`config.mk`:
```
export PLATFORM = sky130hd
export DESIGN_NAME = uart_cmd_master
export DESIGN_NICKNAME = d
export VERILOG_FILES = /design/src/rtl/uart_cmd_pkg.sv /design/src/rtl/uart_cmd_master_rsp_timer.sv /design/src/rtl/uart_cmd_master.sv
export SDC_FILE = /design/constraint.sdc
export NUM_CORES = 1
export LEC_CHECK = 0
export ABC_AREA = 1
export CAP_MARGIN = 20
export CORE_ASPECT_RATIO = 1.4
export CORE_UTILIZATION = 50
export CTS_CLUSTER_DIAMETER = 50
export CTS_CLUSTER_SIZE = 12
export DETAILED_ROUTE_END_ITERATION = 12
export PLACE_DENSITY = 0.84
export SETUP_SLACK_MARGIN = 0.5
export SLEW_MARGIN = 0
export SYNTH_ARGS = -nofsm -noshare
export SYNTH_HDL_FRONTEND = slang
export SYNTH_HIERARCHICAL = 1
export SYNTH_SLANG_ARGS = --single-unit
export TNS_END_PERCENT = 100
```
`constraint.sdc`:
```
create_clock -name CLK -period 5 [get_ports CLK]
set_clock_uncertainty 0.15 [all_clocks]
set_input_delay 0.5 -clock CLK [delete_from_list [all_inputs] [get_ports CLK]]
set_output_delay 0.5 -clock CLK [all_outputs]
set_load 0.02 [all_outputs]
```
`src/rtl/uart_cmd_pkg.sv`:
```
// Shared opcodes, request-type encodings, FSM states and per-type frame/response lengths
// for the UART register/ALU command protocol.
package uart_cmd_pkg;

  localparam logic [7:0] OP_WR      = 8'hAA;
  localparam logic [7:0] OP_RD      = 8'hBB;
  localparam logic [7:0] OP_ALU_OP  = 8'hCC;
  localparam logic [7:0] OP_ALU_NOP = 8'hDD;

  typedef enum logic [1:0] {
    CmdWr     = 2'b00,
    CmdRd     = 2'b01,
    CmdAluOp  = 2'b10,
    CmdAluNop = 2'b11
  } cmd_type_e;

  typedef enum logic [1:0] {
    StIdle,
    StSend,
    StWaitRsp,
    StDone
  } state_e;

  // Number of bytes in the request frame, opcode included.
  function automatic logic [2:0] frame_len(cmd_type_e t);
    logic [2:0] n;
    case (t)
      CmdWr:    n = 3'd3;
      CmdRd:    n = 3'd2;
      CmdAluOp: n = 3'd4;
      default:  n = 3'd2;
    endcase
    return n;
  endfunction

  // Number of response bytes expected back.
  function automatic logic [1:0] rsp_len(cmd_type_e t);
    logic [1:0] n;
    case (t)
      CmdWr:   n = 2'd0;
      CmdRd:   n = 2'd1;
      default: n = 2'd2;
    endcase
    return n;
  endfunction

endpackage

```
`src/rtl/uart_cmd_master_rsp_timer.sv`:
```
// Response timeout counter: counts enabled cycles, restarts on clear, and flags the cycle
// on which the count reaches limit-1. A zero limit never expires.
module rsp_timer #(
  parameter int unsigned TIMEOUT_W = 16
) (
  input  logic                 clk,
  input  logic                 rst,
  input  logic                 clr,
  input  logic                 en,
  input  logic [TIMEOUT_W-1:0] limit,
  output logic                 expire
);

  logic [TIMEOUT_W-1:0] cnt_q;

  // Count idle cycles; clear has priority over enable.
  always_ff @(posedge clk or posedge rst) begin
    if (rst) begin
      cnt_q <= '0;
    end else if (clr) begin
      cnt_q <= '0;
    end else if (en) begin
      cnt_q <= cnt_q + TIMEOUT_W'(1);
    end
  end

  // Limit is compared live so a change mid-wait applies at once.
  assign expire = en && (limit != '0) && (cnt_q == limit - TIMEOUT_W'(1));

endmodule

```
`src/rtl/uart_cmd_master.sv`:
```
// Host-side command initiator: frames one register/ALU request onto a UART TX byte
// stream, then collects the response bytes from UART RX with an optional timeout.
module uart_cmd_master
  import uart_cmd_pkg::*;
#(
  parameter int unsigned DATA_WIDTH = 8,
  parameter int unsigned Addr_SIZE  = 4,
  parameter int unsigned TIMEOUT_W  = 16
) (
  input  logic                    CLK,
  input  logic                    RST,
  input  logic                    CMD_VLD,
  output logic                    CMD_RDY,
  input  logic [1:0]              CMD_TYPE,
  input  logic [Addr_SIZE-1:0]    CMD_ADDR,
  input  logic [DATA_WIDTH-1:0]   CMD_WDATA,
  input  logic [DATA_WIDTH-1:0]   CMD_OPA,
  input  logic [DATA_WIDTH-1:0]   CMD_OPB,
  input  logic [3:0]              CMD_FUN,
  input  logic [TIMEOUT_W-1:0]    TIMEOUT,
  output logic [DATA_WIDTH-1:0]   TX_DATA,
  output logic                    TX_VLD,
  input  logic                    TX_RDY,
  input  logic [DATA_WIDTH-1:0]   RX_DATA,
  input  logic                    RX_VLD,
  output logic [2*DATA_WIDTH-1:0] RSP_DATA,
  output logic                    RSP_VLD,
  output logic                    RSP_TIMEOUT
);

  state_e                  state_q;
  cmd_type_e               typ_q;
  logic [Addr_SIZE-1:0]    addr_q;
  logic [DATA_WIDTH-1:0]   wdata_q;
  logic [DATA_WIDTH-1:0]   opa_q;
  logic [DATA_WIDTH-1:0]   opb_q;
  logic [3:0]              fun_q;
  logic [1:0]              idx_q;
  logic [1:0]              rx_cnt_q;
  logic                    cmd_rdy_q;
  logic                    tx_vld_q;
  logic [DATA_WIDTH-1:0]   tx_data_q;
  logic [2*DATA_WIDTH-1:0] rsp_data_q;
  logic                    rsp_vld_q;
  logic                    rsp_timeout_q;

  logic [1:0]            nxt_idx;
  logic [DATA_WIDTH-1:0] nxt_byte;
  logic [DATA_WIDTH-1:0] first_byte;
  logic [DATA_WIDTH-1:0] addr_byte;
  logic [DATA_WIDTH-1:0] fun_byte;
  logic                  last_byte;
  logic                  wait_rsp;
  logic                  rsp_full;
  logic                  timer_clr;
  logic                  timer_en;
  logic                  expire;

  assign nxt_idx   = idx_q + 2'd1;
  assign addr_byte = DATA_WIDTH'(addr_q);
  assign fun_byte  = DATA_WIDTH'(fun_q);
  assign last_byte = ({1'b0, idx_q} == frame_len(typ_q) - 3'd1);
  assign wait_rsp  = (state_q == StWaitRsp);
  assign rsp_full  = (rx_cnt_q == rsp_len(typ_q));
  assign timer_clr = !wait_rsp || RX_VLD;
  assign timer_en  = wait_rsp && !RX_VLD && !rsp_full;

  // Opcode byte for the request being accepted, straight from the live CMD_TYPE.
  always_comb begin
    first_byte = '0;
    unique case (cmd_type_e'(CMD_TYPE))
      CmdWr:     first_byte = OP_WR;
      CmdRd:     first_byte = OP_RD;
      CmdAluOp:  first_byte = OP_ALU_OP;
      CmdAluNop: first_byte = OP_ALU_NOP;
      default:   first_byte = '0;
    endcase
  end

  // Frame byte at index idx_q+1, built from the latched request fields.
  always_comb begin
    nxt_byte = '0;
    unique case (typ_q)
      CmdWr:     nxt_byte = (nxt_idx == 2'd1) ? addr_byte : wdata_q;
      CmdRd:     nxt_byte = addr_byte;
      CmdAluOp: begin
        case (nxt_idx)
          2'd1:    nxt_byte = opa_q;
          2'd2:    nxt_byte = opb_q;
          default: nxt_byte = fun_byte;
        endcase
      end
      CmdAluNop: nxt_byte = fun_byte;
      default:   nxt_byte = '0;
    endcase
  end

  rsp_timer #(
    .TIMEOUT_W(TIMEOUT_W)
  ) u_rsp_timer (
    .clk   (CLK),
    .rst   (RST),
    .clr   (timer_clr),
    .en    (timer_en),
    .limit (TIMEOUT),
    .expire(expire)
  );

  // Request FSM with registered handshake, TX and response outputs.
  always_ff @(posedge CLK or posedge RST) begin
    if (RST) begin
      state_q       <= StIdle;
      typ_q         <= CmdWr;
      addr_q        <= '0;
      wdata_q       <= '0;
      opa_q         <= '0;
      opb_q         <= '0;
      fun_q         <= '0;
      idx_q         <= '0;
      rx_cnt_q      <= '0;
      cmd_rdy_q     <= 1'b1;
      tx_vld_q      <= 1'b0;
      tx_data_q     <= '0;
      rsp_data_q    <= '0;
      rsp_vld_q     <= 1'b0;
      rsp_timeout_q <= 1'b0;
    end else begin
      rsp_vld_q     <= 1'b0;
      rsp_timeout_q <= 1'b0;
      unique case (state_q)
        StIdle: begin
          // cmd_rdy_q is still low on the cycle a timeout pulse is out.
          if (CMD_VLD && cmd_rdy_q) begin
            typ_q      <= cmd_type_e'(CMD_TYPE);
            addr_q     <= CMD_ADDR;
            wdata_q    <= CMD_WDATA;
            opa_q      <= CMD_OPA;
            opb_q      <= CMD_OPB;
            fun_q      <= CMD_FUN;
            idx_q      <= '0;
            rsp_data_q <= '0;
            cmd_rdy_q  <= 1'b0;
            tx_vld_q   <= 1'b1;
            tx_data_q  <= first_byte;
            state_q    <= StSend;
          end else begin
            cmd_rdy_q <= 1'b1;
          end
        end
        StSend: begin
          if (TX_RDY) begin
            if (last_byte) begin
              tx_vld_q <= 1'b0;
              rx_cnt_q <= '0;
              if (typ_q == CmdWr) begin
                rsp_vld_q <= 1'b1;
                state_q   <= StDone;
              end else begin
                state_q <= StWaitRsp;
              end
            end else begin
              idx_q     <= nxt_idx;
              tx_data_q <= nxt_byte;
            end
          end
        end
        StWaitRsp: begin
          // A byte arriving on the expiry cycle wins over the timeout.
          if (rsp_full) begin
            rsp_vld_q <= 1'b1;
            state_q   <= StDone;
          end else if (RX_VLD) begin
            if (rx_cnt_q[0]) begin
              rsp_data_q[2*DATA_WIDTH-1:DATA_WIDTH] <= RX_DATA;
            end else begin
              rsp_data_q[DATA_WIDTH-1:0] <= RX_DATA;
            end
            rx_cnt_q <= rx_cnt_q + 2'd1;
          end else if (expire) begin
            rsp_timeout_q <= 1'b1;
            state_q       <= StIdle;
          end
        end
        StDone: begin
          cmd_rdy_q <= 1'b1;
          state_q   <= StIdle;
        end
        default: state_q <= StIdle;
      endcase
    end
  end

  assign CMD_RDY     = cmd_rdy_q;
  assign TX_VLD      = tx_vld_q;
  assign TX_DATA     = tx_data_q;
  assign RSP_DATA    = rsp_data_q;
  assign RSP_VLD     = rsp_vld_q;
  assign RSP_TIMEOUT = rsp_timeout_q;

endmodule

```
==> metrics, run 1 <==
layout cell share with drive strength beyond 1=0.1372; Post-Route WL=12.74 mm; Post-route DRC=0; Arr. time, crit path=3.77 ns; Psw=~1.3 mW; Post-synth ARST share=1.000; Comb power frac=0.432; Commonest cells post-synth=nand2_1 (178), dfrtp_1 (83), inv_1 (71), nor2_1 (66), nand3_1 (35); post-route minimum period=around 3.7 ns; Nets=roughly 800; Synth Area in Simple Gates=0.3121; First-pass DRT Iterations=5; #FFs+latches synth=84; setup violators final=0; post-synthesis mux area share=0.04877; post-DP HPWL=between 9 and 10 mm; Die Y=121.3 µm; critical path's slowest cell=nor2_1; via count=approximately 4600; Sw Ratio=0.3901; per-cell routed wire length=14.62 µm; leakage dissipation=about 3.0 nW; CTS tree=built; Post-CTS Setup Bufs=0; P_int=roughly 2.1 mW; Sink Count=84; status=complete, no violations; Antenna Nets Post-Route=0; Avg Cell Area, Syn=around 8 µm²; initial core utilization=0.5131; Hold WC Path Type=reg2reg; vias in the first global route=around 4800; Synth Warn #=6; Hold Startpoint=RSP_DATA[12]; Fmax=between 0.2 and 0.3 GHz; type of origin of the critical path=flip-flop; Hold Buf Count CTS=0; sequential share of the synthesized area=0.4140; DR iter-0 viols=about 260; vias per inst=~5.3; max cap viols=0; worst setup margin=1.300 ns; Clk network pwr share=0.248; top-area cell type share of the netlist area=0.4089; critical path endpoint category=flip-flop; Flop pwr share=0.320; worst slew pin tran=0.6740 ns; VDD IR max=302.4 µV; pre-CTS worst setup slack=1.354 ns; Core Box Area=9899 µm²; GRT overflow=0; Fin Setup TNS=0 ns; all-layer global routing usage=0.2590; Post-synth top flop=dfrtp_1; area leader, netlist=dfrtp_1; worst-path fanout max=14; global placer's final weighted congestion=0.9427; clk slew on worst S/H paths=about 0.06 ns; first-pass GRT wire length=21.08 mm; worst skew pair latency=0.34 ns; number of synthesized flops with an enable pin=0; Critical Path RT=5.07 ns; max-slew violations=0; Hold Vio Cnt, Final=0; Post-Synthesis Cell Area=slightly above 5000 µm²; largest family of logic cells by synthesized area=simple AND/OR/NAND/NOR gates; count leader, synth=nand2_1; syn_nets=718; full die area=roughly 11000 µm²; Slew headroom=0.5507; crit-path cells=inv_1 -> ha_1 -> nand2_1 -> nor2_1 -> inv_1 -> a21oi_1 -> nand3_1 -> nor2_1 -> nand3_1 -> nor2_1 -> nand3_1 -> nor2_1 -> a21oi_1 -> nand2_1 -> nand3_1 -> nand2_1 -> nand2_1; H-tree depth=3; largest net degree at the start of global routing=54; adder-cell area share of the yosys netlist=0.02217; Die X=87.19 µm; crit-path max cell delay=0.57 ns; dominant cells by area after synthesis=dfrtp_1 (41%), nand2_1 (13%), inv_1 (5.2%); Layout area overhead=26.26%; # diodes=0; Synth cell types=44; Root Buffer=clkbuf_16; xor and xnor area share after synthesis=0.02069; period utilisation layout=0.7400; cells after synthesis=646; RSZ-0062 raised after global routing=no; WS Path Type=reg2reg; # port buffers=90; initial antenna violation count=0; worst setup path start=state_q[0]; Power Density=536.1 nW/µm²; I/O pins=91; compound-cell area share of the yosys netlist=0.09852; Resize count post-CTS=0; Max Buffers Root-to-Sink=2; Tot Pwr=3.439 mW; # rows=43; FF-to-FF Start=state_q[0]; CTS Buf Count=9
## path summary, 6_finish.rpt
check / to / slack, ns / cells past startpoint
worst max-delay path: state_q[1] / 1.30 / 17
worst min-delay path: RSP_DATA[12] / 0.33 / 2
worst max register to register: state_q[1] / 1.30 / 17
worst min register to register: RSP_DATA[12] / 0.33 / 2
max in group asynchronous: RSP_DATA[15] / 3.38 / 3
min in group asynchronous: opb_q[7] / 0.34 / 2
## cell usage in the layout, fill, tap and decap left out, drive strengths merged
master,n
mux2,22
o21bai,3
nor3,9
inv,75
clkinv,1
o21ai,49
nand4,15
dfstp,1
nor3b,2
ha,9
clkinvlp,1
nor2,77
o22ai,1
nand2,195
xnor2,2
xor2,10
a21boi,1
and2,1
buf,2
o211ai,1
a21oi,28
bufinv,5
o21a,1
or2,4
nand3,39
dfrtp,83
clkbuf,9
clkdlybuf4s50,90
## kinds of logic (layout without fill, tap and decap cells)
kind of cell               Yosys count  count (layout)
and+or+nand+nor                    342             342
DFF                                 84              84
buffers and inverters               93             183
xor gates and xnor gates            12              12
adders and majority gates            9               9
AOI/OAI and AO/OA                   84              84
muxes                               22              22
## cell type report
cell class	instances	area [µm²]
clock buffer	9	225.2
clock inverter	7	162.7
fill	828	3486
inverter	75	286.5
multi-input combinational	469	2551
sequential	84	2103
tap	135	168.9
timing repair buffer	92	915.9
## state kept, by name, indices dropped and copies added (netlist names)
signal / count
CMD_RDY: 1
RSP_DATA: 16
RSP_TIMEOUT: 1
RSP_VLD: 1
TX_DATA: 8
TX_VLD: 1
addr_q: 4
fun_q: 4
idx_q: 2
opa_q: 8
opb_q: 8
rx_cnt_q: 2
state_q: 2
typ_q: 2
u_rsp_timer/cnt_q: 16
wdata_q: 8
## per-layer routing
metal | part of all wire | vias up | track usage
met5 | 0 | - | 0
met4 | 0.036 | 0 | 0.1383
met3 | 0.047 | 40 | 0.04354
met2 | 0.55 | 147 | 0.4724
met1 | 0.37 | 2185 | 0.2809
li1 | - | 2232 | -
## metrics by stage
step,hold slack (ns),instance area [µm²],instances,util
2_1_floorplan,0.2637,5080,646,-
3_3_place_gp,0.3200,6026,855,0.6087
3_5_place_dp,0.3183,6026,855,0.6087
4_1_cts,0.3315,6414,871,0.6479
5_1_grt,0.3622,6414,871,0.6479
6_report,0.3291,6414,871,0.6479
## power groups by stage
stage | Sequential (mW) | Combinational, mW | Clock, mW
finish | 1.10 | 1.49 | 0.854
global route | 1.12 | 1.63 | 0.891
CTS | 1.10 | 1.49 | 0.864
detailed placement | 1.10 | 1.46 | 0
global placement | 1.09 | 1.41 | 0
floorplan | 1.14 | 1.02 | 0
## critical path, delay by kind of cell, from the launching register on
family | cells | cell delay [ns]
DFF | 1 | 0.43
buffers and inverters | 2 | 0.23
AOI/OAI and AO/OA | 2 | 0.23
and+or+nand+nor | 12 | 2.00
adders and majority gates | 1 | 0.54
No activity file was read; power rests on OpenSTA's default activity.
==> run 2: changes to the inputs <==
Settings changed: CORE_UTILIZATION 50 to 48.
Clock period 5 ns to 3.1 ns, I/O delays scaled along.
==> metrics, run 2 (synthesis results as in run 1) <==
status=complete, no violations; VDD IR max=534.7 µV; I/O pins=a little over 90; Root Buffer=clkbuf_16; Arr. time, crit path=~2.6 ns; Sink Count=84; pre-CTS worst setup slack=0.3088 ns; layout cell share with drive strength beyond 1=0.1676; largest net degree at the start of global routing=48; worst setup margin=0.5745 ns; worst skew pair latency=0.33 ns; Post-route DRC=0; global placer's final weighted congestion=between 0.9 and 1; # port buffers=90; Fmax=0.3960 GHz; Hold Buf Count CTS=0; max cap viols=0; First-pass DRT Iterations=5; initial antenna violation count=0; Core Box Area=10350 µm²; Post-Route WL=12.63 mm; Hold Vio Cnt, Final=0; Critical Path RT=about 3.2 ns; reg2reg path depth=19; Antenna Nets Post-Route=0; commonest non-fill, non-tap cell in the layout=nand2_1; Final Non-Filler Cells=~900; all-layer global routing usage=0.2426; fillcell total=slightly above 900; leakage dissipation=between 3 and 4 nW; WS Path Type=reg2reg; full die area=roughly 11000 µm²; # diodes=0; Die Y=123.7 µm; critical path's slowest cell=dfrtp_2; CTS Buf Count=9; per-cell routed wire length=between 10 and 15 µm; placed cells=862; worst-path fanout max=7; # rows=44; Cell Area, Placed=6075 µm²; H-tree depth=3; first-pass GRT wire length=20.24 mm; clk slew on worst S/H paths=0.06 ns; post-route minimum period=2.526 ns; RSZ-0062 raised after global routing=no; Nets=814; worst slew pin tran=0.6902 ns; CTS tree=built; max-slew violations=0; final instance area=6476 µm²; Max Buffers Root-to-Sink=2; vias in the first global route=4562; crit-path max cell delay=0.48 ns; most frequent cells in the layout=nand2_1 (174), clkdlybuf4s50_1 (90), dfrtp_1 (80), inv_1 (68), nor2_1 (63); Hold WC Path Type=in2async; via count=4640; post-DP HPWL=9.559 mm; setup violators final=0; Tot Pwr=approximately 5.4 mW; Layout area overhead=27.49%; critical path endpoint category=flip-flop; period utilisation layout=0.8147; type of origin of the critical path=flip-flop; Power Density=827.8 nW/µm²; Fin Setup TNS=0 ns; Die X=roughly 89 µm; initial core utilization=0.4908; Slew headroom=0.5392; vias per inst=around 5.2; CP dominant cell by count=nand3_1; DR iter-0 viols=~260; GRT overflow=0; crit-path cells=nand2_2 -> nand2_2 -> nand2_4 -> nand2_4 -> inv_2 -> nor2_4 -> inv_2 -> a21oi_2 -> nand3_1 -> nor2_1 -> nand3_1 -> nor2_1 -> nand3_1 -> nor2_2 -> a21oi_1 -> nand2_1 -> buf_4 -> nand4_1 -> nand2_1
-- run 2: cell types whose count changed in the layout (fill, tap and decap cells not counted), sizes merged --
cell,before,now
inv,75,74
buf,2,13
clkinv,1,4
clkbuf,9,11
bufinv,5,1
clkinvlp,1,0
-- run 2: timing repair --
item,4_1_cts,5_1_grt
resized for setup,2,16
pin swaps,0,14
setup endpoints to repair,2,2
setup buffers,3,4
-- run 2: routing by layer --
metal | vias up | wire (µm) | share of wire | global-route usage
met5 | - | 0 | 0 | 0
met4 | 0 | 556 | 0.044 | 0.1468
met3 | 42 | 577 | 0.046 | 0.03512
met2 | 157 | 6799 | 0.54 | 0.4438
met1 | 2185 | 4699 | 0.37 | 0.2595
li1 | 2256 | - | - | -
-- run 2: critical path, delay by kind of cell, from the launching register on --
kind                   cells  cell delay, ns
AOI/OAI and AO/OA          2            0.18
buffers and inverters      3            0.23
DFF                        1            0.48
and+or+nand+nor           14            1.44
-- run 2: area by class of cell --
cell class | count | area [µm²] | share of cell area
multi-input combinational | 469 | 2597 | 0.4011
sequential | 84 | 2107 | 0.3253
timing repair buffer | 103 | 1011 | 0.1561
inverter | 75 | 286.5 | 0.04424
clock buffer | 11 | 252.7 | 0.03903
tap | 138 | 172.7 | 0.02666
clock inverter | 4 | 48.80 | 0.007535
-- run 2: final timing paths --
kind	from	to	slack, ns
max	typ_q[0]	state_q[1]	0.57
min	RST	u_rsp_timer/cnt_q[9]	0.27
max reg2reg	typ_q[0]	state_q[1]	0.57
min reg2reg	RSP_DATA[12]	RSP_DATA[12]	0.33
max in group asynchronous	RST	CMD_RDY	1.82
min in group CLK	RSP_DATA[12]	RSP_DATA[12]	0.33
-- run 2: per-stage QoR --
step	hold WS [ns]	util
floorplan	0.07374	-
global placement	0.3181	0.5869
detailed placement	0.3176	0.5869
CTS	0.3065	0.6185
global route	0.3310	0.6257
finish	0.2738	0.6257
-- run 2: report_power, final --
part           internal, mW  switching [mW]  total [mW]
Sequential             1.50           0.264        1.76
Clock                 0.661           0.403        1.06
Combinational          1.03            1.50        2.54
Total                  3.19            2.17        5.36
==> run 3: changes to the inputs <==
Clock period 3.1 ns to 2.15 ns, I/O delays scaled along.
==> metrics, run 3 (synthesis results as in run 1) <==
Nets=897; vias per inst=5.761; Hold WC Path Type=in2async; I/O pins=91; status=complete, but fails checks; Die X=88.95 µm; layout cell share with drive strength beyond 1=0.3590; Final Non-Filler Cells=968; VDD IR max=886.9 µV; final instance area=8019 µm²; Power Density=1344 nW/µm²; Hold Vio Cnt, Final=0; CTS Buf Count=9; H-tree depth=3; Antenna Nets Post-Route=0; pre-CTS worst setup slack=-0.4341 ns; hold slack=roughly 0.18 ns; per-cell routed wire length=19.80 µm; CTS tree=built; max-slew violations=0; Core Box Area=10350 µm²; Fin Setup TNS=-4.462 ns; type of origin of the critical path=flip-flop; Max Buffers Root-to-Sink=2; leakage dissipation=3.880 nW; WS Path Type=reg2reg; Root Buffer=clkbuf_16; initial core utilization=0.4908; Post-Route WL=19.16 mm; initial antenna violation count=0; Sink Count=84; commonest non-fill, non-tap cell in the layout=nand2_1; Arr. time, crit path=2.60 ns; GRT overflow=0; fillcell total=649; Reg area=2105 µm²; all-layer global routing usage=0.3286; placed cells=~910; worst slew pin tran=roughly 0.70 ns; Util after Layout=0.7748; # diodes=0; max cap viols=0; # port buffers=90; Post-route DRC=0; post-DP HPWL=around 9.9 mm; vias in the first global route=5485; critical path endpoint category=flip-flop; period utilisation layout=1.173; setup violators final=39; first-pass GRT wire length=26.78 mm; full die area=11000 µm²; Critical Path RT=2.23 ns; failing checks=negative setup slack; most frequent cells in the layout=nand2_1 (147), dfrtp_1 (82), buf_4 (63), clkdlybuf4s50_1 (62), inv_1 (57); Tot Pwr=10.78 mW; post-route minimum period=2.523 ns; worst skew pair latency=0.34 ns; Layout area overhead=57.86%; DR iter-0 viols=463; Fmax=between 0.3 and 0.4 GHz; Multi-input gate area=3234 µm²; First-pass DRT Iterations=5; worst setup margin=-0.3729 ns; largest net degree at the start of global routing=69; clk slew on worst S/H paths=0.07 ns; RSZ-0062 raised after global routing=yes; global placer's final weighted congestion=0.9521; via count=5577; # rows=44; worst-path fanout max=3; Die Y=123.7 µm; Cell Area, Placed=6465 µm²; Slew headroom=0.5309
## run 3: changes by cell type in the layout (fill, tap and decap cells not counted), moves of 15 or more
cell,before,now
mux2_2,22,0
mux2_4,0,22
nand2_1,174,147
clkdlybuf4s50_1,90,62
a21oi_1,26,10
dlygate4sd2_1,0,28
buf_4,12,63
nor2_1,63,48
buf_6,0,16
nand2_4,3,28
## run 3: power by group
part           switching, mW  leakage, nW  internal, mW
clock                  0.650        0.157          1.02
combinational           3.62         2.67          2.86
sequential             0.474         1.06          2.16
total                   4.74         3.88          6.04
## run 3: path summary, 6_finish.rpt
path	from	to	slack [ns]	depth (start not counted)
max	typ_q[0]	state_q[0]	-0.37	19
min	RST	wdata_q[4]	0.18	3
max reg2reg	typ_q[0]	state_q[0]	-0.37	19
min reg2reg	RSP_DATA[7]	RSP_DATA[7]	0.36	2
max in group asynchronous	RST	u_rsp_timer/cnt_q[3]	1.17	2
min in group CLK	CMD_OPB[7]	opb_q[7]	0.32	3
## run 3: area by class of cell
class / instances / share of cell area
repair buffers: 185 / 0.2337
well taps: 138 / 0.02153
flip-flops and latches: 84 / 0.2624
multi-input cells: 470 / 0.4033
inverters: 75 / 0.03948
clock buffers: 10 / 0.02855
clock inverters: 6 / 0.01092
## run 3: timing repair
action | CTS | global route
pin swaps | 39 | 26
endpoints found under the setup margin | 100 | 84
cloned | 7 | 0
resized for setup | 168 | 70
hold buffers | 0 | 0
setup buffers | 27 | 12
## run 3: layer usage
layer / GRT usage / share of wire / vias to the layer above
met2: 0.5923 / 0.51 / 359
met1: 0.3371 / 0.34 / 2644
met5: 0 / 0 / -
met3: 0.05964 / 0.068 / 140
met4: 0.2321 / 0.080 / 0
li1: - / - / 2434
## run 3: critical path: stages (launching register included)
cell and delay (ns):
dfrtp_1 0.50, nand2_4 0.10, nand2_4 0.07, nand2_4 0.06
nand2_4 0.09, inv_4 0.05, nor2_4 0.12, inv_2 0.07
a21oi_2 0.09, nand3_1 0.07, nor2_1 0.12, nand3_1 0.11
nor2_2 0.15, nand3_2 0.10, nor2_4 0.13, a21oi_2 0.07
nand2_2 0.08, nand3_2 0.12, nand2_2 0.11, nand2_1 0.06
